$ cat config.mk
export PLATFORM = sky130hd
export DESIGN_NAME = rv_idex_pipe
export DESIGN_NICKNAME = d
export VERILOG_FILES = /design/src/rtl/rv_idex_pipe.sv
export SDC_FILE = /design/constraint.sdc
export NUM_CORES = 1
export LEC_CHECK = 0
export CORE_MARGIN = 5
export CORE_UTILIZATION = 40
export DETAILED_ROUTE_END_ITERATION = 16
export HOLD_SLACK_MARGIN = 0.1
export PLACE_DENSITY = 0.75
export SKIP_CTS_REPAIR_TIMING = 1
export SLEW_MARGIN = 15
export SYNTH_ARGS = -nofsm -noshare
export SYNTH_HDL_FRONTEND = slang
export SYNTH_SLANG_ARGS = --single-unit
$ cat constraint.sdc
create_clock -name clk -period 2.03 [get_ports clk]
set_clock_uncertainty 0.1 [all_clocks]
set_input_delay 0.203 -clock clk [delete_from_list [all_inputs] [get_ports clk]]
set_output_delay 0.203 -clock clk [all_outputs]
set_load 0.01 [all_outputs]
$ cat src/rtl/rv_idex_pipe.sv
// rv_idex_pipe: ID/EX pipeline stage with valid/ready handshake and a two-entry skid buffer.
//
// Storage is a main entry, which drives the outputs, and a skid entry that is always younger.
// Every output is a flop output, so there are no combinational input-to-output paths.
// in_ready is registered as (next occupancy < 2). Because of that, a push can never arrive
// while both entries are full.
//
// Optional feature: define RV_IDEX_WB_PATCH_EN to enable the write-back patch. With it enabled,
// a matching write-back (index != 0) overwrites the rdata of an incoming entry or a held entry.
// The popped value is always the pre-patch value.
//
// Ports:
//   clk, rst                 clock, synchronous active-high reset
//   flush_i                  drop all stored and incoming entries
//   in_valid_i / in_ready_o  ID-side handshake
//   in_ctrl_i, in_aux_i      control bits and imm/pc/rd payload
//   in_rs{1,2}_idx_i         source register indices
//   in_rdata{1,2}_i          regfile read data
//   wb_we_i/idx_i/data_i     write-back port (used only by the patch feature)
//   out_valid_o/out_ready_i  EX-side handshake
//   out_*                    head-entry fields; ctrl is zero while out_valid_o=0
//   occupancy_o              number of stored entries (0..2)
module rv_idex_pipe #(
  parameter int unsigned WORD_WTH    = 32,
  parameter int unsigned REG_INX_WTH = 5,
  parameter int unsigned CTRL_WTH    = 16,
  parameter int unsigned AUX_WTH     = 101
) (
  input  logic                   clk,
  input  logic                   rst,
  input  logic                   flush_i,
  input  logic                   in_valid_i,
  output logic                   in_ready_o,
  input  logic [CTRL_WTH-1:0]    in_ctrl_i,
  input  logic [AUX_WTH-1:0]     in_aux_i,
  input  logic [REG_INX_WTH-1:0] in_rs1_idx_i,
  input  logic [REG_INX_WTH-1:0] in_rs2_idx_i,
  input  logic [WORD_WTH-1:0]    in_rdata1_i,
  input  logic [WORD_WTH-1:0]    in_rdata2_i,
  input  logic                   wb_we_i,
  input  logic [REG_INX_WTH-1:0] wb_idx_i,
  input  logic [WORD_WTH-1:0]    wb_data_i,
  output logic                   out_valid_o,
  input  logic                   out_ready_i,
  output logic [CTRL_WTH-1:0]    out_ctrl_o,
  output logic [AUX_WTH-1:0]     out_aux_o,
  output logic [REG_INX_WTH-1:0] out_rs1_idx_o,
  output logic [REG_INX_WTH-1:0] out_rs2_idx_o,
  output logic [WORD_WTH-1:0]    out_rdata1_o,
  output logic [WORD_WTH-1:0]    out_rdata2_o,
  output logic [1:0]             occupancy_o
);

  typedef struct packed {
    logic [CTRL_WTH-1:0]    ctrl;
    logic [AUX_WTH-1:0]     aux;
    logic [REG_INX_WTH-1:0] rs1_idx;
    logic [REG_INX_WTH-1:0] rs2_idx;
    logic [WORD_WTH-1:0]    rdata1;
    logic [WORD_WTH-1:0]    rdata2;
  } entry_t;

  // Empty slots are kept all-zero. Their indices are then 0, so they can never be patched,
  // and a bubble drives zero ctrl.
  entry_t     main_q, main_d, skid_q, skid_d;
  entry_t     main_p, skid_p, in_raw, in_ent;
  logic [1:0] occ_q, occ_d;
  logic       ready_q, valid_q;
  logic       push, pop;

`ifdef RV_IDEX_WB_PATCH_EN
  function automatic entry_t patch(input entry_t                  e,
                                   input logic                    we,
                                   input logic [REG_INX_WTH-1:0]  idx,
                                   input logic [WORD_WTH-1:0]     data);
    entry_t r;
    r = e;
    if (we && (idx != '0) && (idx == e.rs1_idx)) r.rdata1 = data;
    if (we && (idx != '0) && (idx == e.rs2_idx)) r.rdata2 = data;
    return r;
  endfunction
`else
  logic unused_wb;
  assign unused_wb = ^{wb_we_i, wb_idx_i, wb_data_i};
`endif

  always_comb begin
    in_raw = '{ctrl: in_ctrl_i, aux: in_aux_i, rs1_idx: in_rs1_idx_i, rs2_idx: in_rs2_idx_i,
                rdata1: in_rdata1_i, rdata2: in_rdata2_i};
`ifdef RV_IDEX_WB_PATCH_EN
    main_p = patch(main_q, wb_we_i, wb_idx_i, wb_data_i);
    skid_p = patch(skid_q, wb_we_i, wb_idx_i, wb_data_i);
    in_ent = patch(in_raw, wb_we_i, wb_idx_i, wb_data_i);
`else
    main_p = main_q;
    skid_p = skid_q;
    in_ent = in_raw;
`endif
  end

  assign push = in_valid_i && ready_q;
  assign pop  = valid_q && out_ready_i;

  always_comb begin
    main_d = main_p;
    skid_d = skid_p;
    occ_d  = occ_q;
    if (flush_i) begin
      main_d = '0;
      skid_d = '0;
      occ_d  = 2'd0;
    end else if (pop) begin
      if (occ_q == 2'd2) begin
        main_d = skid_p;
        if (push) begin
          skid_d = in_ent;
        end else begin
          skid_d = '0;
          occ_d  = 2'd1;
        end
      end else if (push) begin
        main_d = in_ent;
      end else begin
        main_d = '0;
        occ_d  = 2'd0;
      end
    end else if (push) begin
      // A push needs ready_q=1, so occupancy here is 0 or 1.
      if (occ_q == 2'd0) begin
        main_d = in_ent;
        occ_d  = 2'd1;
      end else begin
        skid_d = in_ent;
        occ_d  = 2'd2;
      end
    end
  end

  always_ff @(posedge clk) begin
    if (rst) begin
      main_q  <= '0;
      skid_q  <= '0;
      occ_q   <= 2'd0;
      ready_q <= 1'b1;
      valid_q <= 1'b0;
    end else begin
      main_q  <= main_d;
      skid_q  <= skid_d;
      occ_q   <= occ_d;
      ready_q <= (occ_d != 2'd2);
      valid_q <= (occ_d != 2'd0);
    end
  end

  assign in_ready_o    = ready_q;
  assign out_valid_o   = valid_q;
  assign occupancy_o   = occ_q;
  assign out_ctrl_o    = main_q.ctrl;
  assign out_aux_o     = main_q.aux;
  assign out_rs1_idx_o = main_q.rs1_idx;
  assign out_rs2_idx_o = main_q.rs2_idx;
  assign out_rdata1_o  = main_q.rdata1;
  assign out_rdata2_o  = main_q.rdata2;

endmodule

==> results of run 1 <==
==> through the flow <==
| step | hold WS [ps] | std cells | TNS [ps] | cell area, sq um |
|---|---|---|---|---|
| 6_report | 182 | 3232 | 0 | 27700 |
| 5_1_grt | 174 | 3230 | 0 | 27700 |
| 4_1_cts | -53.4 | 3222 | -930 | 27600 |
| 3_5_place_dp | 356 | 3143 | -8200 | 26100 |
| 3_3_place_gp | 349 | 3143 | -4290 | 26100 |
| 2_1_floorplan | 253 | 2284 | 0 | 21300 |
==> power by group <==
part | switching [uW] | internal, uW | total [uW]
combinational | 1790 | 1330 | 3120
sequential | 147 | 7780 | 7930
clock | 3270 | 5000 | 8280
==> worst reg2reg max path: stages (launching register included) <==
cell,delay [ps]
dfxtp_4,400
and2_4,270
a21oi_4,230
buf_12,470
a32o_1,410
==> path summary, 6_finish.rpt <==
check,startpoint,endpoint,cells past startpoint
max reg2reg,out_valid_o$_SDFF_PP0_,out_rs2_idx_o[2]$_SDFFE_PP0P_,4
min reg2reg,skid_p[172]$_SDFFE_PP0P_,skid_p[172]$_SDFFE_PP0P_,2
max,out_ready_i,out_rdata1_o[11]$_SDFFE_PP0P_,6
min,in_ctrl_i[3],skid_p[178]$_SDFFE_PP0P_,3
==> routing by layer <==
metal  routed length [um]  vias to the layer above  share of wire, %
met5                    7                        -            0.0092
met4                 2780                        2               3.6
met3                 6190                      202               8.1
met2                36600                     1163                48
met1                30600                    10600                40
li1                     -                     9412                 -
==> area by class of cell <==
type                    count  area [sq um]  share of cell area [%]
multi-input cells        1394         11400                    41.1
flip-flops and latches    386          7740                    27.9
repair buffers            518          5620                    20.3
clock buffers              70          1370                    4.95
well taps                 688           861                    3.11
inverters                 162           608                    2.19
clock inverters             9           128                   0.460
diodes                      5          12.5                  0.0451
==> layout by cell type, fill, tap and decap left out, types with 2 or more instances in the layout <==
cell	count
o311ai_0	93
a32o_1	191
clkbuf_16	49
buf_4	69
o21ai_0	3
o311ai_1	69
clkbuf_8	11
a211oi_1	191
diode_2	5
dlymetal6s2s_1	3
and3_1	2
o32ai_2	161
bufinv_16	3
clkbuf_1	12
dfxtp_1	382
a21oi_1	192
clkinv_2	4
dfxtp_4	3
clkdlybuf4s50_1	386
buf_12	53
nand2_1	220
and3b_1	29
nand3_1	4
buf_16	2
inv_1	162
buf_6	2
nand3b_1	162
a311o_1	29
o22ai_1	29
==> logic make-up after synthesis <==
kind of cell | synth area share [%]
compound gates | 41.6
buf+inv | 10.7
flops | 36.2
simple gates | 11.4
==> registers in the layout, indices dropped and copies added, names as in the netlist <==
name           count
out_aux_o        101
out_rs1_idx_o      5
out_rdata2_o      32
occupancy_o        2
out_rs2_idx_o      5
out_rdata1_o      32
in_ready_o         1
skid_p           191
out_valid_o        1
out_ctrl_o        16
==> flow_summary.toml, run 1 <==
[synthesis]
synth_top_area_share_pct = 36.2
synth.most_common_cell = "dfxtp_1"
ys_ff_latch = 386
synth-edff-count = 0
synth_common_cells = "386 x dfxtp_1, 221 x nand2_1, 192 x a21oi_1"
synth_cell_types = 38
synth_top_flop_cell = "dfxtp_1"
mappedNetlistArea_sq_mm = 0.0213
async_flop_share_pct = 0
synth_fp_nets = 2518
ys_top_cells_by_area = "dfxtp_1 36%, o32ai_2 12%, a32o_1 9.0%, a211oi_1 6.7%, nand3b_1 5.7%"
postSynthCellCount = 2284
ys_seq_area_share_pct = 36.2
synth_warnings = 0
yosys.area.top_type = "dfxtp_1"
avgSynthCellArea_sq_um = 9.34

[final_layout]
fin_util_pct = 52.6
num-fill-cells = 4534
drive_above_1_share_pct = 14.6
finish.net_count = 2741
area_growth_pct = 30.0

[routing]
drtAntennaViolNets = 0
drt-pass1-iter-count = 5
vias = 21400
wire_per_inst_um = 23.6
wirelength_um = 76300
routed_via_density = 6.62
drt_iter0_drc = 2383
drcViolationCount = 0

[worst_setup_path]
worstPathMaxFanout = 67
cpPeakStageDelay_ps = 640
r2r_setup_slack_ps = 90
endpoint_kind = "register"
crit_required_ps = 2440
startpoint_type = "primary input"
crit_type = "in2reg"
crit_arrival_ps = 2430
crit_path_top_delay_cell = "buf_4"
cp_top_family = "buffers and inverters"
worstPathCellList = "dlygate4sd3_1, buf_6, buf_4, a21oi_1, a211oi_1, a32o_1"
critPathBufInv = 3

[clock_network]
clock-root-buffer = "clkbuf_16"
clock-sinks = 386
h-tree-depth = 2
cts-buffers-inserted = 45
cts_tree = "yes"
insertion_delay_ps = 570
clockBufferDepth = 3
clkSlewWorstSetupHoldPaths_ps = 60

[placement]
numPortBuffers = 390
place_congestion = 0.805
dp_hpwl_um = 46900
pre_cts_slack_ps = -101

[grt]
grt_start_max_net_pins = 125
antenna_found_initial = 4
use_met1_pct = 32.4
busiest_layer = "met2"
grt_remaining_overflow = 0
gr-usage-all-layers_pct = 24.3
grtUsageMet2_pct = 39.2
first_global_vias = 21000
grt_first_pass_wirelength_um = 118000
met3_usage_pct = 4.10

[sta]
period_needed_ps = 2020
tightest_slew_ps = 922
grt_setup_unrepaired = "false"
setup_viol = 0
fin_crit_sh_pct = 99.5
finalHoldViolations = 0
slew-limit-headroom_pct = 38.5
setup_ws_ps = 10.8
max_freq_mhz = 495
drv_slew = 0

[min_path]
hold_path_class = "in2reg"

[floorplan]
dieArea_sq_mm = 0.0580
die_y_um = 241
ios = 429
die_x_um = 241
rows = 84
core-area_sq_mm = 0.0527
start_util_pct = 40.5

[pwr]
power_uw = 19300
leakage_uw = 0.00920
powerDensity_mw_per_mm2 = 697
ir_drop_uv = 526

[run]
maxCapViolations = 0

[status]
outcome = "finished, final reports clean"
No activity file was read; power rests on OpenSTA's default activity.
==> run 2: changes to the inputs <==
--- a/config.mk
+++ b/config.mk
@@ -9,2 +9,3 @@
 export CORE_UTILIZATION = 40
+export CTS_BUF_LIST = sky130_fd_sc_hd__clkbuf_2 sky130_fd_sc_hd__clkbuf_4 sky130_fd_sc_hd__clkbuf_8
 export DETAILED_ROUTE_END_ITERATION = 16
==> constraint.sdc (replaced) <==
create_clock -name clk -period 2.03 [get_ports clk]
set_clock_uncertainty 0.1 [all_clocks]
set_input_delay 0.406 -clock clk [delete_from_list [all_inputs] [get_ports clk]]
set_output_delay 0.406 -clock clk [all_outputs]
set_load 0.01 [all_outputs]
==> run 2 against run 1 <==
  * Sequential power about the same
  * Final cell count increased by 2.0%
  * Hold slack better by 130 ps
  * First-iteration DRC count up 0.55%
  * Register-to-register slack got worse by 30 ps
  * Power down 0.98%
  * Worst setup slack better by 48 ps
  * Critical path depth fell by 1
  * Combinational power barely moved
  * Cell area increased by 2.6%
  * Non-clock buffer count up 22
  * Critical path type is now reg2reg
==> flow_summary.toml, run 2 (same netlist as run 1, synthesis figures left out) <==
[placement]
numPortBuffers = 390
place_area_sq_mm = 0.0264
placed_cells = 3164
place_congestion = 0.829
dp_hpwl_um = 47100

[final_layout]
num-fill-cells = 4459
drive_above_1_share_pct = 17.2
largest_reg_flops = 191
area_growth_pct = 33.4
final_cells = 3297
multi_input_comb_area_sq_mm = 0.0114
final_area_sq_mm = 0.0285
ff_latch_area_sq_mm = 0.00774
final_cell_mix = "383 x dfxtp_1, 220 x nand2_1, 195 x dlymetal6s2s_1, 194 x clkdlybuf4s50_1, 192 x a21oi_1"
layout_commonest_cell = "dfxtp_1"
finish.net_count = 2790

[worst_setup_path]
r2r_start = "occupancy_o[0]$_SDFF_PP0_"
reg2reg_depth = 5
crit_required_ps = 2420
crit_arrival_ps = 2360
worstPathMaxFanout = 106
crit_type = "reg2reg"
startpoint_type = "register"
r2r_setup_slack_ps = 60
endpoint_kind = "register"
reg2reg_to = "out_rdata1_o[28]$_SDFFE_PP0P_"

[status]
outcome = "finished, final reports clean"

[sta]
grt_setup_unrepaired = "false"
drv_slew = 0
fin_crit_sh_pct = 97.1
period_needed_ps = 1970
setup_viol = 0
max_freq_mhz = 507
finalHoldViolations = 0
tightest_slew_ps = 710
fin_tns_setup_ps = 0
slew-limit-headroom_pct = 52.6

[routing]
vias = 21500
drt_iter0_drc = 2396
wire_per_inst_um = 23.0
drcViolationCount = 0
routed_via_density = 6.51
wirelength_um = 75800
drt-pass1-iter-count = 6
drtAntennaViolNets = 0

[pwr]
leakage_uw = 0.0127
p_int_uw = 13800
ir_drop_uv = 488
p_comb_share_pct = 16.5
power.switching_uw = 5340
swShare_pct = 27.9
seqPwrFrac_pct = 41.4
powerDensity_mw_per_mm2 = 673
clkPwrFrac_pct = 42.2

[min_path]
hold_depth = 3
hold_path_class = "in2reg"
min_to = "skid_p[169]$_SDFFE_PP0P_"
hp-start = "in_aux_i[95]"

[grt]
antenna_found_initial = 5
first_global_vias = 21300
grt_start_max_net_pins = 107
grt_remaining_overflow = 0
grt_first_pass_wirelength_um = 118000
gr-usage-all-layers_pct = 24.5

[floorplan]
die_x_um = 241
core-area_sq_mm = 0.0527
die_y_um = 241
start_util_pct = 40.5
ios = 429
dieArea_sq_mm = 0.0580
rows = 84

[run]
maxCapViolations = 0

[clock_network]
cts-buffers-inserted = 72
cts_tree = "yes"
clock-sinks = 386
clock-root-buffer = "clkbuf_8"
clockBufferDepth = 3
insertion_delay_ps = 630
h-tree-depth = 3
clkSlewWorstSetupHoldPaths_ps = 60
[run 2: worst max path at each step]
| stage | cells past startpoint | slack [ps] | end | startpoint |
|---|---|---|---|---|
| floorplan | 6 | 410 | out_aux_o[39]$_SDFFE_PP0P_ | out_ready_i |
| global placement | 7 | -240 | skid_p[20]$_SDFFE_PP0P_ | in_valid_i |
| detailed placement | 6 | -280 | out_rdata1_o[28]$_SDFFE_PP0P_ | in_valid_i |
| CTS | 2 | -400 | occupancy_o[0] | occupancy_o[0]$_SDFF_PP0_ |
| global route | 5 | 4 | out_rs2_idx_o[2]$_SDFFE_PP0P_ | occupancy_o[0]$_SDFF_PP0_ |
| finish | 5 | 60 | out_rdata1_o[28]$_SDFFE_PP0P_ | occupancy_o[0]$_SDFF_PP0_ |
[run 2: layout make-up]
class | count | area share [%]
multi-input cells | 1394 | 40.0
flip-flops and latches | 386 | 27.2
repair buffers | 540 | 22.2
clock buffers | 111 | 4.97
well taps | 688 | 3.03
inverters | 162 | 2.14
clock inverters | 12 | 0.418
diodes | 4 | 0.0352
[run 2: through the flow]
stage               worst slack [ps]  util (%)  total power, uW  hold slack (ps)
global route                    3.86      54.0            19800              271
CTS                             -403      53.0            19300             35.3
global placement                -240      50.1            11100              351
detailed placement              -283      50.1            11200              357
finish                          59.3      54.0            19100              313
floorplan                        407         -             9660              338
[run 2: power groups by stage]
| stage | sequential, uW | combinational, uW | clock (uW) |
|---|---|---|---|
| floorplan | 8120 | 1540 | 0 |
| global placement | 8080 | 3050 | 0 |
| detailed placement | 8090 | 3120 | 0 |
| CTS | 7930 | 3130 | 8230 |
| global route | 7930 | 3320 | 8590 |
| finish | 7920 | 3150 | 8070 |
[run 2: critical path, stage by stage (launching register included)]
cell and delay (ps):
dfxtp_4 360, buf_4 190, nand4bb_4 190, buf_12 370
a211oi_1 190, a32o_1 250
[run 2: metal layers]
metal  vias to the layer above  track usage, %  wire length (um)
met5                         -               0                16
met4                         2            10.4              2840
met3                       199            4.66              6000
met2                      1154            39.3             36300
met1                     10600            32.5             30700
li1                       9508               -                 -
==> run 3: changes to the inputs <==
- CORE_UTILIZATION: 40 -> 54
- PLACE_DENSITY: 0.75 -> 0.93
==> run 3 against run 2 <==
  * Hold slack got worse by 50 ps
  * Critical path depth fell by 1
  * Critical path type unchanged
  * Largest power group is now registers
  * Count of clock-buffer cells in the layout down 11
  * Critical endpoint is now out_aux_o[99]$_SDFFE_PP0P_
  * Cell area decreased by 1.5%
  * Clock power down 11%
  * Largest cell class unchanged
  * Wire length grew 6.0%
  * First-iteration DRC count up 56%
==> flow_summary.toml, run 3 (same netlist as run 1, synthesis figures left out) <==
[sta]
fin_crit_sh_pct = 99.7
period_needed_ps = 2020
fin_hold_ws_ps = 263
tightest_slew_ps = 605
grt_setup_unrepaired = "false"
slew-limit-headroom_pct = 59.6
max_freq_mhz = 494
drv_slew = 0
setup_viol = 0
fin_tns_setup_ps = 0
finalHoldViolations = 0

[floorplan]
die_y_um = 209
start_util_pct = 54.9
core-area_sq_mm = 0.0388
die_x_um = 209
dieArea_sq_mm = 0.0436
ios = 429
rows = 72

[final_layout]
area_growth_pct = 31.4
layout_commonest_cell = "dfxtp_1"
finish.net_count = 2781
num-fill-cells = 2358
final_cell_mix = "381 x dfxtp_1, 220 x nand2_1, 210 x clkdlybuf4s50_1, 192 x a21oi_1"
drive_above_1_share_pct = 16.8
largest_reg_flops = 191

[routing]
wire_per_inst_um = 25.8
routed_via_density = 7.35
wirelength_um = 80400
drt_iter0_drc = 3739
drt-pass1-iter-count = 9
vias = 22900
drtAntennaViolNets = 0
drcViolationCount = 0

[worst_setup_path]
crit_path_top_delay_cell = "a311o_1"
startpoint_type = "register"
worstPathCellList = "buf_4, nand2b_4, a311o_1, a32o_1"
worstPathMaxFanout = 38
crit_required_ps = 2390
crit_arrival_ps = 2390
cpPeakStageDelay_ps = 440
crit_type = "reg2reg"
endpoint_kind = "register"

[clock_network]
clock-sinks = 386
cts_tree = "yes"
clkSlewWorstSetupHoldPaths_ps = 60
clockBufferDepth = 3
h-tree-depth = 3
clock-root-buffer = "clkbuf_8"
cts-buffers-inserted = 66
insertion_delay_ps = 610

[min_path]
hold_path_class = "in2reg"

[grt]
grt_first_pass_wirelength_um = 123000
antenna_found_initial = 6
gr-usage-all-layers_pct = 33.5
first_global_vias = 22500
grt_remaining_overflow = 0
grt_start_max_net_pins = 112

[pwr]
powerDensity_mw_per_mm2 = 652
ir_drop_uv = 482
leakage_uw = 0.0123

[placement]
place_congestion = 0.868
dp_hpwl_um = 48400
numPortBuffers = 390

[status]
outcome = "finished, final reports clean"

[run]
maxCapViolations = 0
-- run 3: changes by cell type in the layout (fill, tap and decap cells not counted), sizes merged, moves of 2 or more --
cell,before,now
clkdlybuf4s50,194,210
dlymetal6s2s,195,179
clkbuf,111,101
clkinv,7,3
buf,150,147
clkinvlp,2,5
bufinv,2,0
-- run 3: path summary, 6_finish.rpt --
path,slack (ps),depth (start not counted),end,from
worst min-delay path,260,4,occupancy_o[0]$_SDFF_PP0_,out_ready_i
worst min register to register,370,2,skid_p[165]$_SDFFE_PP0P_,skid_p[165]$_SDFFE_PP0P_
worst max register to register,6,4,out_aux_o[99]$_SDFFE_PP0P_,occupancy_o[0]$_SDFF_PP0_
worst max-delay path,6,4,out_aux_o[99]$_SDFFE_PP0P_,occupancy_o[0]$_SDFF_PP0_
-- run 3: layout make-up --
type | instances | area, sq um | area share, %
well taps | 518 | 648 | 2.31
multi-input cells | 1394 | 11400 | 40.6
repair buffers | 537 | 6330 | 22.6
clock inverters | 10 | 70.1 | 0.250
inverters | 162 | 608 | 2.17
diodes | 5 | 12.5 | 0.0446
clock buffers | 100 | 1230 | 4.40
flip-flops and latches | 386 | 7740 | 27.6
-- run 3: through the flow --
step	instance area [sq um]	total power [uW]	setup WS [ps]	utilization, %	instances
5_1_grt	28000	18800	0.339	72.2	3112
3_5_place_dp	26200	11200	-257	67.5	2996
6_report	28000	18300	5.96	72.2	3112
2_1_floorplan	21300	9660	407	-	2284
3_3_place_gp	26200	11000	-163	67.5	2996
4_1_cts	27500	18200	-293	70.9	3106
-- run 3: layer usage --
metal	routed length (um)	global-route usage, %	vias up	part of all wire [%]
li1	-	-	9490	-
met1	28200	41.8	10800	35
met2	37700	54.0	2049	47
met3	9280	7.09	494	12
met4	5170	18.9	0	6.4
met5	0	0	-	0
-- run 3: power by group --
part           internal, uW  leakage [uW]  switching, uW
Sequential             7780       0.00313            154
Clock                  3870      0.000681           3300
Combinational          1320       0.00852           1850
-- run 3: critical path: cells and delay by family, from the launching register on --
kind	cells	cell delay, ps
AND/OR/NAND/NOR	1	400
flip-flops	1	410
buffers and inverters	1	270
AO/OA/AOI/OAI	2	680
